===== src/rtl/led_seq_pkg.sv =====
// Purpose: shared encodings for the LED sequencer (modes, FSM states, bounce direction).
// Ports:   none (package only).
// Used by: led_seq_ctrl and its testbench.
package led_seq_pkg;

  typedef enum logic [1:0] {
    MODE_HOLD   = 2'd0,
    MODE_ROTL   = 2'd1,
    MODE_ROTR   = 2'd2,
    MODE_BOUNCE = 2'd3
  } mode_t;

  typedef enum logic [1:0] {
    ST_IDLE  = 2'd0,
    ST_LOAD  = 2'd1,
    ST_RUN   = 2'd2,
    ST_PAUSE = 2'd3
  } state_t;

  typedef enum logic {
    DIR_LEFT  = 1'b0,
    DIR_RIGHT = 1'b1
  } dir_t;

endpackage


===== src/rtl/led_seq_ctrl_stb_div.sv =====
// Purpose: reloadable down-counter generating the shift strobe; period is load value + 1.
// Ports:   i_load/i_load_val preset the count, i_en lets it count, o_tc flags count==0 while enabled.
// Timing:  o_tc is combinational from the count; it reloads from i_load_val on the same edge.
module stb_div #(
  parameter int DIV_WIDTH = 16
) (
  input  logic                 i_clk,
  input  logic                 i_rst,
  input  logic                 i_load,
  input  logic [DIV_WIDTH-1:0] i_load_val,
  input  logic                 i_en,
  output logic                 o_tc
);

  logic [DIV_WIDTH-1:0] r_cnt;

  assign o_tc = i_en && (r_cnt == '0);

  always_ff @(posedge i_clk or posedge i_rst) begin
    if (i_rst) begin
      r_cnt <= '0;
    end else if (i_load || o_tc) begin
      r_cnt <= i_load_val;
    end else if (i_en) begin
      r_cnt <= r_cnt - DIV_WIDTH'(1);
    end
  end

endmodule


===== src/rtl/led_seq_ctrl.sv =====
// Purpose: accepts {mode, div, pattern} commands via valid/ready and steps a registered LED
//          shift pattern (hold / rotate left / rotate right / bounce) on an internal strobe.
// Ports:   i_cmd_* command handshake, i_pause freeze level, o_led/o_stb/o_busy status outputs.
module led_seq_ctrl
  import led_seq_pkg::*;
#(
  parameter int LED_COUNT = 4,
  parameter int DIV_WIDTH = 16
) (
  input  logic                 i_clk,
  input  logic                 i_rst,
  input  logic                 i_cmd_valid,
  output logic                 o_cmd_ready,
  input  logic [1:0]           i_cmd_mode,
  input  logic [DIV_WIDTH-1:0] i_cmd_div,
  input  logic [LED_COUNT-1:0] i_cmd_pattern,
  input  logic                 i_pause,
  output logic [LED_COUNT-1:0] o_led,
  output logic                 o_stb,
  output logic                 o_busy
);

  state_t               r_state;
  state_t               w_state_nxt;
  mode_t                r_mode;
  dir_t                 r_dir;
  dir_t                 w_dir_step;
  logic [DIV_WIDTH-1:0] r_div;
  logic [LED_COUNT-1:0] r_pat;
  logic [LED_COUNT-1:0] r_led;
  logic [LED_COUNT-1:0] w_led_step;
  logic [LED_COUNT-1:0] w_rotl;
  logic [LED_COUNT-1:0] w_rotr;
  logic                 r_stb;
  logic                 w_accept;
  logic                 w_cnt_load;
  logic                 w_cnt_en;
  logic                 w_tc;

  assign o_cmd_ready = (r_state != ST_LOAD);
  assign o_busy      = (r_state != ST_IDLE);
  assign o_led       = r_led;
  assign o_stb       = r_stb;
  assign w_accept    = i_cmd_valid && o_cmd_ready;

  // Counter only runs in RUN on edges with no new command and no pause, so an
  // accept or pause edge can never produce a step.
  stb_div #(.DIV_WIDTH(DIV_WIDTH)) u_stb_div (
    .i_clk      (i_clk),
    .i_rst      (i_rst),
    .i_load     (w_cnt_load),
    .i_load_val (r_div),
    .i_en       (w_cnt_en),
    .o_tc       (w_tc)
  );

  always_ff @(posedge i_clk or posedge i_rst) begin
    if (i_rst) begin
      r_state <= ST_IDLE;
    end else begin
      r_state <= w_state_nxt;
    end
  end

  always_comb begin
    w_state_nxt = r_state;
    w_cnt_load  = 1'b0;
    w_cnt_en    = 1'b0;
    case (r_state)
      ST_IDLE: begin
        if (w_accept) w_state_nxt = ST_LOAD;
      end
      ST_LOAD: begin
        w_cnt_load  = 1'b1;
        w_state_nxt = ST_RUN;
      end
      ST_RUN: begin
        if (w_accept)     w_state_nxt = ST_LOAD;
        else if (i_pause) w_state_nxt = ST_PAUSE;
        else              w_cnt_en    = 1'b1;
      end
      ST_PAUSE: begin
        if (w_accept)      w_state_nxt = ST_LOAD;
        else if (!i_pause) w_state_nxt = ST_RUN;
      end
      default: w_state_nxt = ST_IDLE;
    endcase
  end

  assign w_rotl = {r_led[LED_COUNT-2:0], r_led[LED_COUNT-1]};
  assign w_rotr = {r_led[0], r_led[LED_COUNT-1:1]};

  // Bounce turns around when the lit end is reached, stepping away on the same strobe.
  always_comb begin
    w_led_step = r_led;
    w_dir_step = r_dir;
    case (r_mode)
      MODE_HOLD: w_led_step = r_led;
      MODE_ROTL: w_led_step = w_rotl;
      MODE_ROTR: w_led_step = w_rotr;
      MODE_BOUNCE: begin
        if (r_dir == DIR_LEFT) begin
          if (r_led[LED_COUNT-1]) begin
            w_dir_step = DIR_RIGHT;
            w_led_step = w_rotr;
          end else begin
            w_led_step = w_rotl;
          end
        end else begin
          if (r_led[0]) begin
            w_dir_step = DIR_LEFT;
            w_led_step = w_rotl;
          end else begin
            w_led_step = w_rotr;
          end
        end
      end
      default: w_led_step = r_led;
    endcase
  end

  always_ff @(posedge i_clk or posedge i_rst) begin
    if (i_rst) begin
      r_led  <= LED_COUNT'(1);
      r_stb  <= 1'b0;
      r_mode <= MODE_HOLD;
      r_div  <= '0;
      r_pat  <= '0;
      r_dir  <= DIR_LEFT;
    end else begin
      r_stb <= w_tc;
      if (w_accept) begin
        r_mode <= mode_t'(i_cmd_mode);
        r_div  <= i_cmd_div;
        r_pat  <= i_cmd_pattern;
      end
      if (r_state == ST_LOAD) begin
        r_led <= r_pat;
        r_dir <= DIR_LEFT;
      end else if (w_tc) begin
        r_led <= w_led_step;
        r_dir <= w_dir_step;
      end
    end
  end

endmodule


===== config.mk =====
export PLATFORM = sky130hd
export DESIGN_NAME = led_seq_ctrl
export DESIGN_NICKNAME = d
export VERILOG_FILES = /design/src/rtl/led_seq_pkg.sv /design/src/rtl/led_seq_ctrl_stb_div.sv /design/src/rtl/led_seq_ctrl.sv
export SDC_FILE = /design/constraint.sdc
export NUM_CORES = 1
export LEC_CHECK = 0
export ABC_AREA = 1
export CAP_MARGIN = 0
export CORE_UTILIZATION = 60
export DETAILED_ROUTE_END_ITERATION = 16
export PLACE_DENSITY = 0.85
export SLEW_MARGIN = 20
export SYNTH_ARGS = -nofsm -noshare
export SYNTH_HDL_FRONTEND = slang
export SYNTH_SLANG_ARGS = --single-unit

===== constraint.sdc =====
create_clock -name i_clk -period 4.95 [get_ports i_clk]
set_clock_uncertainty 0.15 [all_clocks]
set_input_delay 0.7425 -clock i_clk [delete_from_list [all_inputs] [get_ports i_clk]]
set_output_delay 0.7425 -clock i_clk [all_outputs]
set_load 0.005 [all_outputs]

Word-level counts from Yosys, hierarchy flattened
Index checks and enable logic that the tools add are counted.
- $add $sub $neg: 1
- multiply operators: 0
- div/mod/pow operators: 0
- $lt $le $gt $ge: 0
- eq/ne operators: 11
- shifts and indexed selects: 0
- muxes and demuxes: 24
- bitwise operators: 0
- reduce and logical (&&, ||, !) cells: 13
- operators by type and width (kind ; count):
    $mux 16 ; 2
    $mux 4 ; 5
    $logic_not 16->1 ; 1
    $sub 16x1->16 const B ; 1
    $pmux 4 s3 ; 1
    $mux 1 ; 10
    $mux 2 ; 5
    $eq 2x2->1 const B ; 4
    $pmux 2 s4 ; 1
    $reduce_bool 2->1 ; 4
    $ne 3x3->1 const B ; 2
    $eq 2x1->1 const B ; 2
    $logic_not 2->1 ; 2
    $ne 2x2->1 const B ; 2
    $reduce_and 2->1 ; 2
    $reduce_and 3->1 ; 1
    $logic_and 1x1->1 ; 2
    $ne 2x1->1 const B ; 1
    $logic_or 1x1->1 ; 1
- register bits: 46
- latch bits: 0
- memory bits (writable): 0
- ROM bits: 0
- logic and storage cells: 57
- memories: 0

Logic depth before layout (Yosys ltp)
- word-level depth: 7
- gate-level depth with buffers: 10

Modules after synthesis
From an unflattened synthesis, not the netlist that was laid out.
- cell total of the unflattened synthesis: 365
- area, all modules: 2608.8 um^2
- by module, submodules not included (module ; instances ; cells each ; area an instance (um^2) ; sequential area each (um^2)):
    led_seq_ctrl ; 1 ; 182 ; 1416.4 ; 752.0
    stb_div ; 1 ; 183 ; 1192.4 ; 400.4

Least setup slack after synthesis
OpenSTA, ideal clock, no wires.
- kind: in2reg
- start: in i_cmd_valid
- end: reg u_stb_div.r_cnt[7]
- library setup time: 0.121 ns
- data arrival time: 1.560 ns
- data required time: 4.679 ns
- slack: 3.119 ns
- stages on the path: 9
- path buffers: 1
- cells stage by stage: nor2_1 nand2_2 nor2_4 nand3_4 nand2_2 inv_2 buf_6 nand2_2 nand3_2
- cells in the longest elaborated chain, start to end: 6
- elaborated cells between the ends (all ways): 7
- those cells by class: mux: 3; reduce/logical: 4
- ends and longest elaborated chain (item ; line ; RTL):
    from (decl) ; led_seq_ctrl.sv:12 ; input logic i_cmd_valid,
    $logic_and 1x1->1 * ; led_seq_ctrl.sv:44 ; assign w_accept = i_cmd_valid && o_cmd_ready;
    $mux 1 * ; led_seq_ctrl.sv:78 ; if (w_accept) w_state_nxt = ST_LOAD;
    $mux 1 * ; led_seq_ctrl.sv:69 ; case (r_state)
    $logic_and 1x1->1 ; led_seq_ctrl_stb_div.sv:17 ; assign o_tc = i_en && (r_cnt == '0);
    $logic_or 1x1->1 ; led_seq_ctrl_stb_div.sv:22 ; end else if (i_load || o_tc) begin
    $mux 16 or $reduce_bool 2->1 (tied branches) ; -- ;
    to (signal assigned) ; led_seq_ctrl_stb_div.sv:23 ; r_cnt <= i_load_val;
    to (signal assigned) ; led_seq_ctrl_stb_div.sv:25 ; r_cnt <= r_cnt - DIV_WIDTH'(1);
    to (decl) ; led_seq_ctrl_stb_div.sv:15 ; logic [DIV_WIDTH-1:0] r_cnt;
Every way passes the cells marked *; elsewhere a longest branch is shown, timed or not.
A chain may end at the register's enable or synchronous reset.

Worst setup path in the final report
- start: reg r_state[0]
- end: out o_cmd_ready
- cells in the longest elaborated chain, start to end: 1
- ends and longest elaborated chain (item ; line ; RTL):
    from (decl) ; led_seq_ctrl.sv:23 ; state_t r_state;
    from (signal assigned) ; led_seq_ctrl.sv:61 ; r_state <= w_state_nxt;
    $ne 2x1->1 ; led_seq_ctrl.sv:40 ; assign o_cmd_ready = (r_state != ST_LOAD);
    to (decl) ; led_seq_ctrl.sv:13 ; output logic o_cmd_ready,
Every way passes these cells.

==> metrics.txt <==
Rel. slew slack=slightly below 60%; Avg Synthesized Cell Area=8.865 µm²; Routed WL per cell=13.35 µm; CTS root buf=clkbuf_8; antenna-violating nets left=0; min-delay worst type=register to register; endpoints failing hold=0; Reg clk slew, reported paths=0.08 ns; FP Rows=24; worst hold path endpoint=r_div[0]; via count=~2100; Area growth, synth to finish=14.58%; fin util=71.41%; Critical Path AT=1.83 ns; die height=around 69 µm; post-detail-place hpwl=3611 µm; filler instances=roughly 340; Max-Cap Viols=0; Ports=33; CP Launch Type=register; Clock Sinks=46; reg2reg path depth=4; Worst R2R Setup Slack=3.02 ns; RSZ-0062 raised after global routing=no; final slew viol count=0; max incr delay on CP=0.62 ns; asr flop ratio synth=100.0%; Worst VDD drop=0.2627 mV; hold slack=0.3485 ns; Antenna diodes=0; Core Footprint=around 0.0043 mm²; total grt overflow=0; most used flip-flop cell after synthesis=dfrtp_1; FF-to-FF Start=r_state[1]; CP Max Fanout=27; worst endpoint required time=4.06 ns; Least-Margin Pin Slew=about 0.60 ns; Reg area=approximately 0.0012 mm²; Die W=69.02 µm; Setup Fix Bufs, Post-CTS=0; DR iter-0 viols=between 100 and 150; Post-synth EDFFs=0; Mapped Cells=between 300 and 400; CP Capture Type=output port; register area share after synthesis=a little over two fifths; syn_nets=331; Max Buffers Root-to-Sink=2; initial antenna violation count=0; overall die area=0.004764 mm²; hold path depth=1; violated checks=design-rule violations; H-tree depth=2; post-route setup slack=around 2.2 ns; Resize count post-CTS=0; DR DRC count=1; vias in the first global route=2011; Nets=362; worst-path cell chain=nand2_2 > clkdlybuf4s50_1; share of post-route cells with drive strength above 1=22.62%; Synth cell types=33; Cell Area, Synth=about 0.0027 mm²; Ys Warns=0; multi-input logic area=0.001354 mm²; Total GRT Usage=24.16%; Final Critical Period=approximately 2.7 ns; CP top delay family=buffers and inverters; largest net degree at the start of global routing=47; Yosys reg bits=46; LEAKAGE=~1.5 nW; via count normalized by instance count=5.461; I/O Buffers=32; Pre-antenna DRT Iters=10; Final setup viols=0; Max Fclk=approximately 370 MHz; CP bufs+invs=1; commonest non-fill, non-tap cells in the layout=nand2_1, dfrtp_1, clkdlybuf4s50_1; Tcrit/Tclk final=55.03%; placer's final routability congestion estimate=slightly below 0.9; worst r2r dst=r_div[3]; Place WS=about 2.3 ns; total wire length=5179 µm; min-delay src=r_div[0]; CTS Hold Bufs=0; clk_lat worst skew=approximately 0.30 ns; status=complete, but fails checks; Total Power=1.726 mW; first-pass GRT wire length=9087 µm; critical path class=register to output port; Initial Utilization=62.33%; number of CTS-inserted buffers=5; CTS tree=built; pwr/cell area=about 560 mW/mm²; Slowest cell on crit path=clkdlybuf4s50_1; setup_tns=0 ns; most common cell after layout, fill and taps aside=nand2_1
## cell families (layout without fill, tap and decap cells)
group                      count (synthesis)  after routing  synth area share [%]
and+or+nand+nor                          171            171                 35.00
DFF                                       46             46                 42.76
buffers and inverters                     38             70                 7.010
muxes                                     22             22                 9.146
AOI/OAI and AO/OA                         21             21                 3.992
xor gates and xnor gates                   5              5                 1.625
adders and majority gates                  1              1                0.4642
## area by class of cell
type	count	area share, %
Sequential cell	46	37.32
Clock buffer	8	2.593
Timing Repair Buffer	33	10.62
Multi-Input combinational cell	220	43.84
Inverter	29	3.525
Tap cell	52	2.107
## cells in the mapped netlist, types with 2 or more instances
cell       n  area (µm²)
o21ai_1    4       20.02
nand2_4    2       22.52
mux2_1     6       67.56
nor2_1    26       97.59
a21oi_1    5       25.02
nor2_2     4       25.02
nand4_1    6       37.54
mux2_2    15       168.9
nand3b_1   3       22.52
clkbuf_1   2       7.510
nand2_2   24       150.1
nand3_2   15       150.1
buf_2      3       15.01
dfrtp_1   45        1126
xor2_1     5       43.79
o21ai_0   11       55.05
inv_2      3       11.26
inv_1     26       97.59
nand3_1   26       130.1
nand2_1   59       221.5
nor2_4     2       22.52
## power breakdown
part / internal (mW) / switching [mW]
Sequential: 0.541 / 0.171
Combinational: 0.343 / 0.452
Clock: 0.100 / 0.119
Total: 0.985 / 0.742
## how the worst max path moves through the flow
| stage | startpoint | endpoint | slack [ns] | cells past startpoint |
|---|---|---|---|---|
| global route | r_state[0] | o_cmd_ready | 2.15 | 2 |
| floorplan | i_rst | o_led[1] | 2.97 | 1 |
| CTS | r_state[0] | o_cmd_ready | 2.23 | 2 |
| finish | r_state[0] | o_cmd_ready | 2.23 | 2 |
| global placement | i_cmd_valid | r_dir | 2.35 | 9 |
| detailed placement | i_cmd_valid | r_dir | 2.30 | 9 |
## state kept, by name, summed over array words and instances, names as in the netlist
| signal | count |
|---|---|
| r_div | 16 |
| o_led | 4 |
| r_pat | 4 |
| r_mode | 2 |
| u_stb_div.r_cnt | 16 |
| r_state | 2 |
| r_dir | 1 |
| o_stb | 1 |
## stage by stage
stage          instance area, µm²  cells
2_1_floorplan                2695    304
3_3_place_gp                 3008    380
3_5_place_dp                 3008    380
4_1_cts                      3088    388
5_1_grt                      3088    388
6_report                     3088    388
## metal layers
| metal | wire length (µm) | vias up | global-route usage [%] | share of wire (%) |
|---|---|---|---|---|
| met3 | 230 | 18 | 4.386 | 4.4 |
| met4 | 165 | 0 | 12.24 | 3.2 |
| met5 | 0 | - | 0 | 0 |
| li1 | - | 1051 | - | - |
| met1 | 2317 | 976 | 32.33 | 45 |
| met2 | 2465 | 74 | 37.65 | 48 |
(Power assumes the default switching activity.)
